`src/rtl/layer_trainer.sv`:
```
// Training sequencer driving a single-output learning layer from a stored sample table.
// Define LAYER_TRAINER_EARLY_STOP_EN to end a run at the first zero-miss epoch.
module layer_trainer #(
  parameter int N       = 16,
  parameter int SAMPLES = 8,
  parameter int EPOCHS  = 64,
  parameter int SETTLE  = 2,
  parameter int TOL     = 0,
  parameter int DATA_W  = 8,
  localparam int AW = (SAMPLES > 1) ? $clog2(SAMPLES) : 1,
  localparam int EW = $clog2(EPOCHS + 1),
  localparam int MW = $clog2(SAMPLES + 1)
) (
  input  logic                       clock,
  input  logic                       reset_n,
  input  logic                       load_en,
  input  logic [AW-1:0]              load_addr,
  input  logic [N-1:0][DATA_W-1:0]   load_in,
  input  logic [DATA_W-1:0]          load_target,
  input  logic                       start,
  input  logic                       abort,
  output logic [N-1:0][DATA_W-1:0]   in,
  output logic                       valid,
  output logic                       learn,
  output logic [DATA_W-1:0]          expected_out,
  input  logic [DATA_W-1:0]          out,
  output logic                       busy,
  output logic                       done,
  output logic                       converged,
  output logic [EW-1:0]              epoch_count,
  output logic [MW-1:0]              miss_count
);

  localparam int SW = (SETTLE > 1) ? $clog2(SETTLE) : 1;
  localparam logic [SW-1:0]     SETTLE_LAST = SW'(SETTLE - 1);
  localparam logic [AW-1:0]     LAST_IDX    = AW'(SAMPLES - 1);
  localparam logic [EW-1:0]     EPOCHS_C    = EW'(EPOCHS);
  localparam logic [MW-1:0]     MISS_MAX    = MW'(SAMPLES);
  localparam logic [DATA_W-1:0] TOL_C       = DATA_W'(TOL);
`ifdef LAYER_TRAINER_EARLY_STOP_EN
  localparam bit EARLY_STOP = 1'b1;
`else
  localparam bit EARLY_STOP = 1'b0;
`endif

  typedef enum logic [2:0] {S_IDLE, S_PRESENT, S_CHECK, S_LEARN, S_EVAL} state_t;

  function automatic logic [DATA_W-1:0] abs_diff(input logic [DATA_W-1:0] a,
                                                 input logic [DATA_W-1:0] b);
    return (a > b) ? (a - b) : (b - a);
  endfunction

  function automatic logic [MW-1:0] sat_inc(input logic [MW-1:0] a);
    return (a >= MISS_MAX) ? MISS_MAX : (a + MW'(1));
  endfunction

  logic [N-1:0][DATA_W-1:0] tbl_in  [SAMPLES];
  logic [DATA_W-1:0]        tbl_tgt [SAMPLES];

  state_t                   state_q, state_d;
  logic [AW-1:0]            idx_q, idx_d;
  logic [SW-1:0]            settle_q, settle_d;
  logic [MW-1:0]            acc_q, acc_d, miss_q, miss_d;
  logic [EW-1:0]            epoch_q, epoch_d;
  logic                     valid_q, valid_d, learn_q, learn_d, busy_q, busy_d;
  logic                     done_q, done_d, conv_q, conv_d;
  logic [N-1:0][DATA_W-1:0] in_q, in_d;
  logic [DATA_W-1:0]        exp_q, exp_d;
  logic                     addr_ok;

  assign addr_ok = ({{(32-AW){1'b0}}, load_addr} < SAMPLES);

  // Table holds no reset; it is only writable while idle.
  always_ff @(posedge clock) begin
    if (load_en && addr_ok && (state_q == S_IDLE)) begin
      tbl_in[load_addr]  <= load_in;
      tbl_tgt[load_addr] <= load_target;
    end
  end

  always_comb begin
    state_d  = state_q;
    idx_d    = idx_q;
    settle_d = settle_q;
    acc_d    = acc_q;
    miss_d   = miss_q;
    epoch_d  = epoch_q;
    conv_d   = conv_q;
    done_d   = 1'b0;
    if (abort) begin
      state_d = S_IDLE;
    end else begin
      case (state_q)
        S_IDLE: begin
          if (start) begin
            epoch_d  = '0;
            idx_d    = '0;
            acc_d    = '0;
            settle_d = '0;
            state_d  = S_PRESENT;
          end
        end
        S_PRESENT: begin
          if (settle_q == SETTLE_LAST) state_d = S_CHECK;
          else settle_d = settle_q + SW'(1);
        end
        S_CHECK: begin
          if (abs_diff(out, exp_q) > TOL_C) acc_d = sat_inc(acc_q);
          state_d = S_LEARN;
        end
        S_LEARN: begin
          settle_d = '0;
          if (idx_q == LAST_IDX) begin
            state_d = S_EVAL;
          end else begin
            idx_d   = idx_q + AW'(1);
            state_d = S_PRESENT;
          end
        end
        S_EVAL: begin
          miss_d  = acc_q;
          epoch_d = epoch_q + EW'(1);
          acc_d   = '0;
          idx_d   = '0;
          if ((epoch_d == EPOCHS_C) || (EARLY_STOP && (acc_q == '0))) begin
            done_d  = 1'b1;
            conv_d  = (acc_q == '0);
            state_d = S_IDLE;
          end else begin
            state_d = S_PRESENT;
          end
        end
        default: state_d = S_IDLE;
      endcase
    end

    // Outputs are registered from the next state so they line up with it.
    valid_d = (state_d == S_PRESENT) || (state_d == S_CHECK) || (state_d == S_LEARN);
    learn_d = (state_d == S_LEARN);
    busy_d  = (state_d != S_IDLE);
    in_d    = in_q;
    exp_d   = exp_q;
    if (state_d == S_PRESENT) begin
      in_d  = tbl_in[idx_d];
      exp_d = tbl_tgt[idx_d];
    end
  end

  always_ff @(posedge clock or negedge reset_n) begin
    if (!reset_n) begin
      state_q  <= S_IDLE;
      idx_q    <= '0;
      settle_q <= '0;
      acc_q    <= '0;
      miss_q   <= '0;
      epoch_q  <= '0;
      valid_q  <= 1'b0;
      learn_q  <= 1'b0;
      busy_q   <= 1'b0;
      done_q   <= 1'b0;
      conv_q   <= 1'b0;
      in_q     <= '0;
      exp_q    <= '0;
    end else begin
      state_q  <= state_d;
      idx_q    <= idx_d;
      settle_q <= settle_d;
      acc_q    <= acc_d;
      miss_q   <= miss_d;
      epoch_q  <= epoch_d;
      valid_q  <= valid_d;
      learn_q  <= learn_d;
      busy_q   <= busy_d;
      done_q   <= done_d;
      conv_q   <= conv_d;
      in_q     <= in_d;
      exp_q    <= exp_d;
    end
  end

  assign in           = in_q;
  assign expected_out = exp_q;
  assign valid        = valid_q;
  assign learn        = learn_q;
  assign busy         = busy_q;
  assign done         = done_q;
  assign converged    = conv_q;
  assign epoch_count  = epoch_q;
  assign miss_count   = miss_q;

endmodule

```
`config.mk`:
```
export PLATFORM = sky130hd
export DESIGN_NAME = layer_trainer
export DESIGN_NICKNAME = d
export VERILOG_FILES = /design/src/rtl/layer_trainer.sv
export SDC_FILE = /design/constraint.sdc
export NUM_CORES = 1
export LEC_CHECK = 0
export CAP_MARGIN = 20
export CORE_MARGIN = 4
export CORE_UTILIZATION = 40
export CTS_BUF_LIST = sky130_fd_sc_hd__clkbuf_4 sky130_fd_sc_hd__clkbuf_8 sky130_fd_sc_hd__clkbuf_16
export DETAILED_ROUTE_END_ITERATION = 16
export PLACE_DENSITY = 0.54
export SYNTH_ARGS = -nofsm -noshare
export SYNTH_HDL_FRONTEND = slang
export SYNTH_SLANG_ARGS = --single-unit
```
`constraint.sdc`:
```
create_clock -name clock -period 14.23 [get_ports clock]
set_clock_uncertainty 0.1 [all_clocks]
set_input_delay 2.846 -clock clock [delete_from_list [all_inputs] [get_ports clock]]
set_output_delay 2.846 -clock clock [all_outputs]
set_load 0.01 [all_outputs]
```
==> results.md, run 1 <==
* WHS Endpoint: miss_count[0]
* Share of layout cells above drive strength 1 at 17.84%
* Total global routing overflow at 0
* # rows at 129
* Max-slew violation count at 0
* Maxcap violations at 0
* Crit share post-route at 50.93%
* DR pass1 iterations at 5
* Actual slew at the worst max-slew pin at 1.106 ns
* Multi-input combinational cell area at 12560 µm²
* Crit path DAT at 7.74 ns
* Gate power share at 23.1%
* Hold-fix buffers at CTS at 0
* Final Non-Filler Cells at 4803
* Die width at 361.7 µm
* I/O Pins at 304
* Maximum clock rate at 138.0 MHz
* Detailed Route WL at 110700 µm
* Final Hold Vio Count at 0
* Cell-internal power at 7709 µW
* Worst setup path startpoint: abort
* Synthesized net count at 2857
* Clock power frac at 34.3%
* Clock transition at path regs at 0.06 ns
* Fraction of power spent switching nets at 25.94%
* Initial antenna violation count at 22
* Clock buffer depth at 3
* Pin count of the biggest net entering global routing at 113
* Crit. End Element: register
* CTS tree: done
* Synth warn at 0
* Port buffer count at 303
* Detailed router's first-iteration violation count at 1318
* R2R cell count at 10
* Yosys cell types at 55
* Routability cong. at 0.7441
* RR Startpoint: state_q[0]
* Power, Total at 10410 µW
* H-Tree Depth at 4
* Critical path class: in2reg
* Netlist Area Pre-Place at 50030 µm²
* Post-CTS Setup Bufs at 0
* Hold Path Cell Cnt at 2
* Core Util, Final at 48.08%
* Sequential cell area at 36750 µm²
* Setup violators final at 0
* Status: finished clean
* Fin Hold WS at 0.3891 ns
* Maximum VDD drop at 0.0001265 V
* CORE AREA at 124000 µm²
* Most common flop cell mapped by yosys: edfxtp_1
* Die ar. at 130800 µm²
* RSZ-0062 raised after global routing: no
* Placed wire-length estimate at 59000 µm
* Sequential cell area fraction in the yosys report at 73.45%
* Chip height at 361.7 µm
* Synthesis-to-layout area growth at 19.13%
* Worst Hold Class: reg2reg
* DRC Markers at 0
* Cts repair resizes at 0
* Leak at 0.02316 µW
* GRT Overall Usage at 16.78%
* Fillcell total at 10300
* Critical Path RT at 14.73 ns
* Via count at 24560
* RR Endpoint: in[55]
* Synth Instances at 2685
* Final layout net count at 3214
* Crit-path max FO at 60
* Dpl cells at 4539
* Reg2Reg Setup Slack at 9.09 ns
* Critical path startpoint category: input port
* Initial core utilization at 40.36%
* Post-Syn Area per Cell at 18.63 µm²
* PwrDens at 174.6 nW/µm²
* Via/cell ratio at 5.112
* Worst-Skew Late Latency at 0.72 ns
* Final worst path period need at 7.247 ns
* Vias in the first global route at 25780
* First-pass GRT wire length at 165000 µm
* Wirelength per Cell at 23.06 µm
* Yosys reg bits at 1251
* CTS Sinks at 1251
* Flop pwr share at 42.6%
* Setup tns final at 0 ns
* Clock buffer count from CTS at 137
* Clock root buffer: clkbuf_16
* Remaining antenna violation count at 0
* Slew headroom at 26.25%
* Net Switching at 2700 µW
* Min-delay src: miss_count[0]
* Post-synth ARST share at 13.03%
* EDFF count, synth at 1088
==> how the worst max path moves through the flow <==
stage,endpoint,slack [ns],cells past startpoint
2_1_floorplan,tbl_in[0][0],0.86,3
3_3_place_gp,in[48],6.33,11
3_5_place_dp,in[21],6.17,11
4_1_cts,in[52],6.98,11
5_1_grt,in[61],6.67,11
6_report,in[55],6.98,11
==> flip-flops by register name, indices dropped and copies added (netlist names) <==
register and flops:
tbl_in 1024, busy 1, in 128, done 1, expected_out 8, epoch_count 7
idx_q 3, state_q 3, tbl_tgt 64, converged 1, valid 1, miss_count 4
learn 1, acc_q 4, settle_q 1
==> final cells by class <==
class / count / area share [%]
clock inverter: 54 / 1.031
multi-input combinational: 1277 / 21.08
inverter: 26 / 0.1637
timing repair buffer: 349 / 5.821
sequential: 1251 / 61.66
clock buffer: 198 / 6.766
antenna: 11 / 0.04618
tap: 1637 / 3.436
==> cells in the mapped netlist (all sizes together) (2+ instances only) <==
master / number / share of area, %
nand2: 28 / 0.21
dfrtp: 163 / 8.2
xnor2: 2 / 0.035
ha: 20 / 0.50
or3: 3 / 0.048
o21bai: 3 / 0.045
a2111oi: 2 / 0.073
or2: 2 / 0.025
buf: 110 / 1.3
o31ai: 9 / 0.14
nor2b: 4 / 0.050
clkbuf: 21 / 0.17
a211oi: 2 / 0.030
edfxtp: 1088 / 65
a21o: 2 / 0.030
nor3: 12 / 0.12
o21ai: 17 / 0.17
a21oi: 12 / 0.12
o211a: 2 / 0.040
nand3: 10 / 0.10
and2: 2 / 0.025
a211o: 2 / 0.035
o41ai: 2 / 0.035
mux2i: 832 / 17
nand3b: 2 / 0.030
and3: 4 / 0.050
a31oi: 3 / 0.038
xor2: 3 / 0.053
inv: 26 / 0.20
mux2: 257 / 5.8
nand2b: 7 / 0.088
nor2: 18 / 0.14
==> worst max-delay path: stages <==
cell,delay [ns]
clkdlybuf4s50_1,0.54
nor4bb_2,0.56
a22oi_1,0.20
o31ai_4,0.09
buf_4,0.60
buf_4,0.92
buf_4,0.88
mux2i_1,0.28
mux2i_1,0.10
mux2_2,0.29
mux2_2,0.26
==> cell families (layout without fill, tap and decap cells) <==
group	Yosys count	count (layout)	synth area share (%)
AND/OR/NAND/NOR	98	98	1.003
other	0	11	0
multiplexers	1089	1089	22.43
flip-flops	1251	1251	73.45
AO/OA/AOI/OAI	65	65	0.9178
adder cells (fa/ha/maj)	20	20	0.5001
buffers and inverters	157	627	1.613
XOR/XNOR	5	5	0.08754
==> stage by stage <==
| stage | setup slack (ns) | instance area, µm² |
|---|---|---|
| after global placement | 6.333 | 54910 |
| after global routing | 6.667 | 59590 |
| after CTS | 6.976 | 59560 |
| final | 6.983 | 59600 |
| after detailed placement | 6.170 | 54910 |
| after floorplan | 0.8581 | 50030 |
==> metal layers <==
| layer | GRT usage (%) | share of wire [%] |
|---|---|---|
| met3 | 3.664 | 4.5 |
| met1 | 21.59 | 43 |
| met2 | 28.80 | 50 |
| met5 | 0 | 0.10 |
| met4 | 4.650 | 1.9 |
==> power by group through the flow <==
stage	Combinational [µW]	Clock [µW]	Sequential, µW
after floorplan	1510	0	4570
after global placement	2420	0	4510
after detailed placement	2450	0	4520
after CTS	2460	3660	4440
after global routing	2600	3820	4470
final	2410	3570	4430
==> cells in the final DEF (no fill, tap or decap), drive strengths merged, types with 18 or more instances in the layout <==
cell and n:
nor2 18, ha 20, inv 30, mux2i 832
edfxtp 1088, nand2 28, dfrtp 163, clkdlybuf4s50 302
buf 46, clkinv 37, clkbuf 199, mux2 257
No activity file was read; power rests on OpenSTA's default activity.
==> run 2: changes to the inputs <==
Settings changed: PLACE_DENSITY 0.54 to 0.57.
Clock period 14.23 ns to 6.08 ns, I/O delays scaled along.
==> results.md, run 2 (synthesis gave the netlist of run 1 again) <==
* Clock transition at path regs at 0.06 ns
* Commonest non-fill, non-tap cell in the layout: edfxtp_1
* I/O Pins at 304
* Final Hold Vio Count at 0
* Clock root buffer: clkbuf_16
* Initial core utilization at 40.36%
* H-Tree Depth at 4
* Final worst path period need at 4.089 ns
* Cts repair resizes at 0
* Status: finished clean
* Net Switching at 6404 µW
* Initial antenna violation count at 19
* Via/cell ratio at 5.079
* Crit path DAT at 4.59 ns
* Crit share post-route at 67.26%
* CTS tree: done
* Hold-fix buffers at CTS at 0
* Die width at 361.7 µm
* Worst path cell trace: clkdlybuf4s50_1 -> nor4bb_2 -> a22oi_1 -> o31ai_4 -> buf_8 -> buf_12 -> buf_12 -> mux2i_1 -> mux2i_1 -> mux2_2 -> mux2_2
* Remaining antenna violation count at 0
* Gate power share at 23.4%
* Cell-internal power at 18010 µW
* Post-CTS Setup Bufs at 0
* Worst Hold Class: in2async
* Wirelength per Cell at 22.88 µm
* RR Endpoint: in[74]
* GRT Overall Usage at 16.69%
* Critical Path RT at 6.58 ns
* Worst-Skew Late Latency at 0.73 ns
* Most frequent cells in the layout: 1088 x edfxtp_1, 832 x mux2i_1, 302 x clkdlybuf4s50_1
* Port buffer count at 303
* Vias in the first global route at 26050
* Largest register FFs at 1024
* Fraction of power spent switching nets at 26.23%
* Worst setup path startpoint: abort
* CP bufs+invs at 4
* Share of layout cells above drive strength 1 at 17.53%
* Setup slack after layout at 1.991 ns
* Most flops, register: tbl_in
* Detailed router's first-iteration violation count at 1420
* Clock buffer depth at 3
* CTS Sinks at 1251
* Reg2Reg Setup Slack at 2.48 ns
* DRC Markers at 0
* Crit-path max FO at 60
* Placed wire-length estimate at 57430 µm
* Maximum VDD drop at 0.0003070 V
* Chip height at 361.7 µm
* Maximum clock rate at 244.5 MHz
* # rows at 129
* Flop pwr share at 42.5%
* Critical path startpoint category: input port
* Leak at 0.02322 µW
* Crit. End Element: register
* CP max stage delay at 0.57 ns
* Clock buffer count from CTS at 136
* Slew headroom at 27.31%
* Actual slew at the worst max-slew pin at 1.090 ns
* Delay-heaviest family, CP: buffers and inverters
* Max-slew violation count at 0
* First-pass GRT wire length at 164400 µm
* Routability cong. at 0.7443
* Synthesis-to-layout area growth at 19.74%
* Critical path class: in2reg
* Clock power frac at 34.1%
* Core Util, Final at 48.33%
* Via count at 24400
* PwrDens at 407.6 nW/µm²
* RR Startpoint: idx_q[0]
* RSZ-0062 raised after global routing: no
* DR pass1 iterations at 5
* Total global routing overflow at 0
* Setup violators final at 0
* Detailed Route WL at 109900 µm
* Final layout net count at 3214
* Die ar. at 130800 µm²
* Pin count of the biggest net entering global routing at 115
* R2R cell count at 9
* CORE AREA at 124000 µm²
* DP Worst Slack at 1.255 ns
* Maxcap violations at 0
* Slowest-stage cell, CP: nor4bb_2
==> run 2: power groups by stage <==
stage,sequential (µW),clock [µW],combinational (µW)
2_1_floorplan,10700,0,3540
3_5_place_dp,10600,0,5810
5_1_grt,10400,8960,6180
4_1_cts,10400,8570,5840
3_3_place_gp,10500,0,5700
6_report,10400,8340,5720
==> run 2: worst reg2reg max path, stage by stage (launching register included) <==
cell and delay [ns]:
dfrtp_1 0.41, ha_1 0.27, nand2_1 0.14, nor3b_2 0.29
o21bai_1 0.15, a32oi_4 0.85, buf_12 0.50, mux2i_1 0.23
mux2_2 0.29, mux2_2 0.26
==> run 2: routing by layer <==
layer,part of all wire [%],vias up,GRT usage [%]
li1,-,11230,-
met3,5.0,143,3.994
met2,51,456,29.46
met1,42,12560,20.62
met5,0.068,-,0
met4,1.7,10,4.437
==> run 2: layout make-up <==
type	count	area (µm²)
antenna	12	30.03
timing repair buffer	350	3772
fill	10300	64050
sequential	1251	36750
multi-input combinational	1277	12580
tap	1637	2048
clock buffer	180	3824
inverter	26	97.59
clock inverter	70	809.5
==> run 2: worst max path at each step <==
stage | end | slack [ns] | depth (start not counted)
2_1_floorplan | tbl_in[7][0] | -2.01 | 3
3_3_place_gp | in[78] | 1.29 | 9
3_5_place_dp | in[12] | 1.26 | 11
4_1_cts | in[79] | 2.06 | 11
5_1_grt | in[79] | 1.80 | 11
6_report | in[79] | 1.99 | 11
==> run 2: through the flow <==
step                      hold WS (ns)  std cells  cell area (µm²)  power [µW]   TNS, ns
after CTS                       0.3689       4791            59880       24790         0
after global routing            0.3803       4793            59880       25580         0
after floorplan                 0.3776       2685            50040       14230  -2042.91
after global placement          0.3701       4540            55230       16240         0
after detailed placement        0.3763       4541            55250       16370         0
final                           0.3883       4803            59910       24420         0
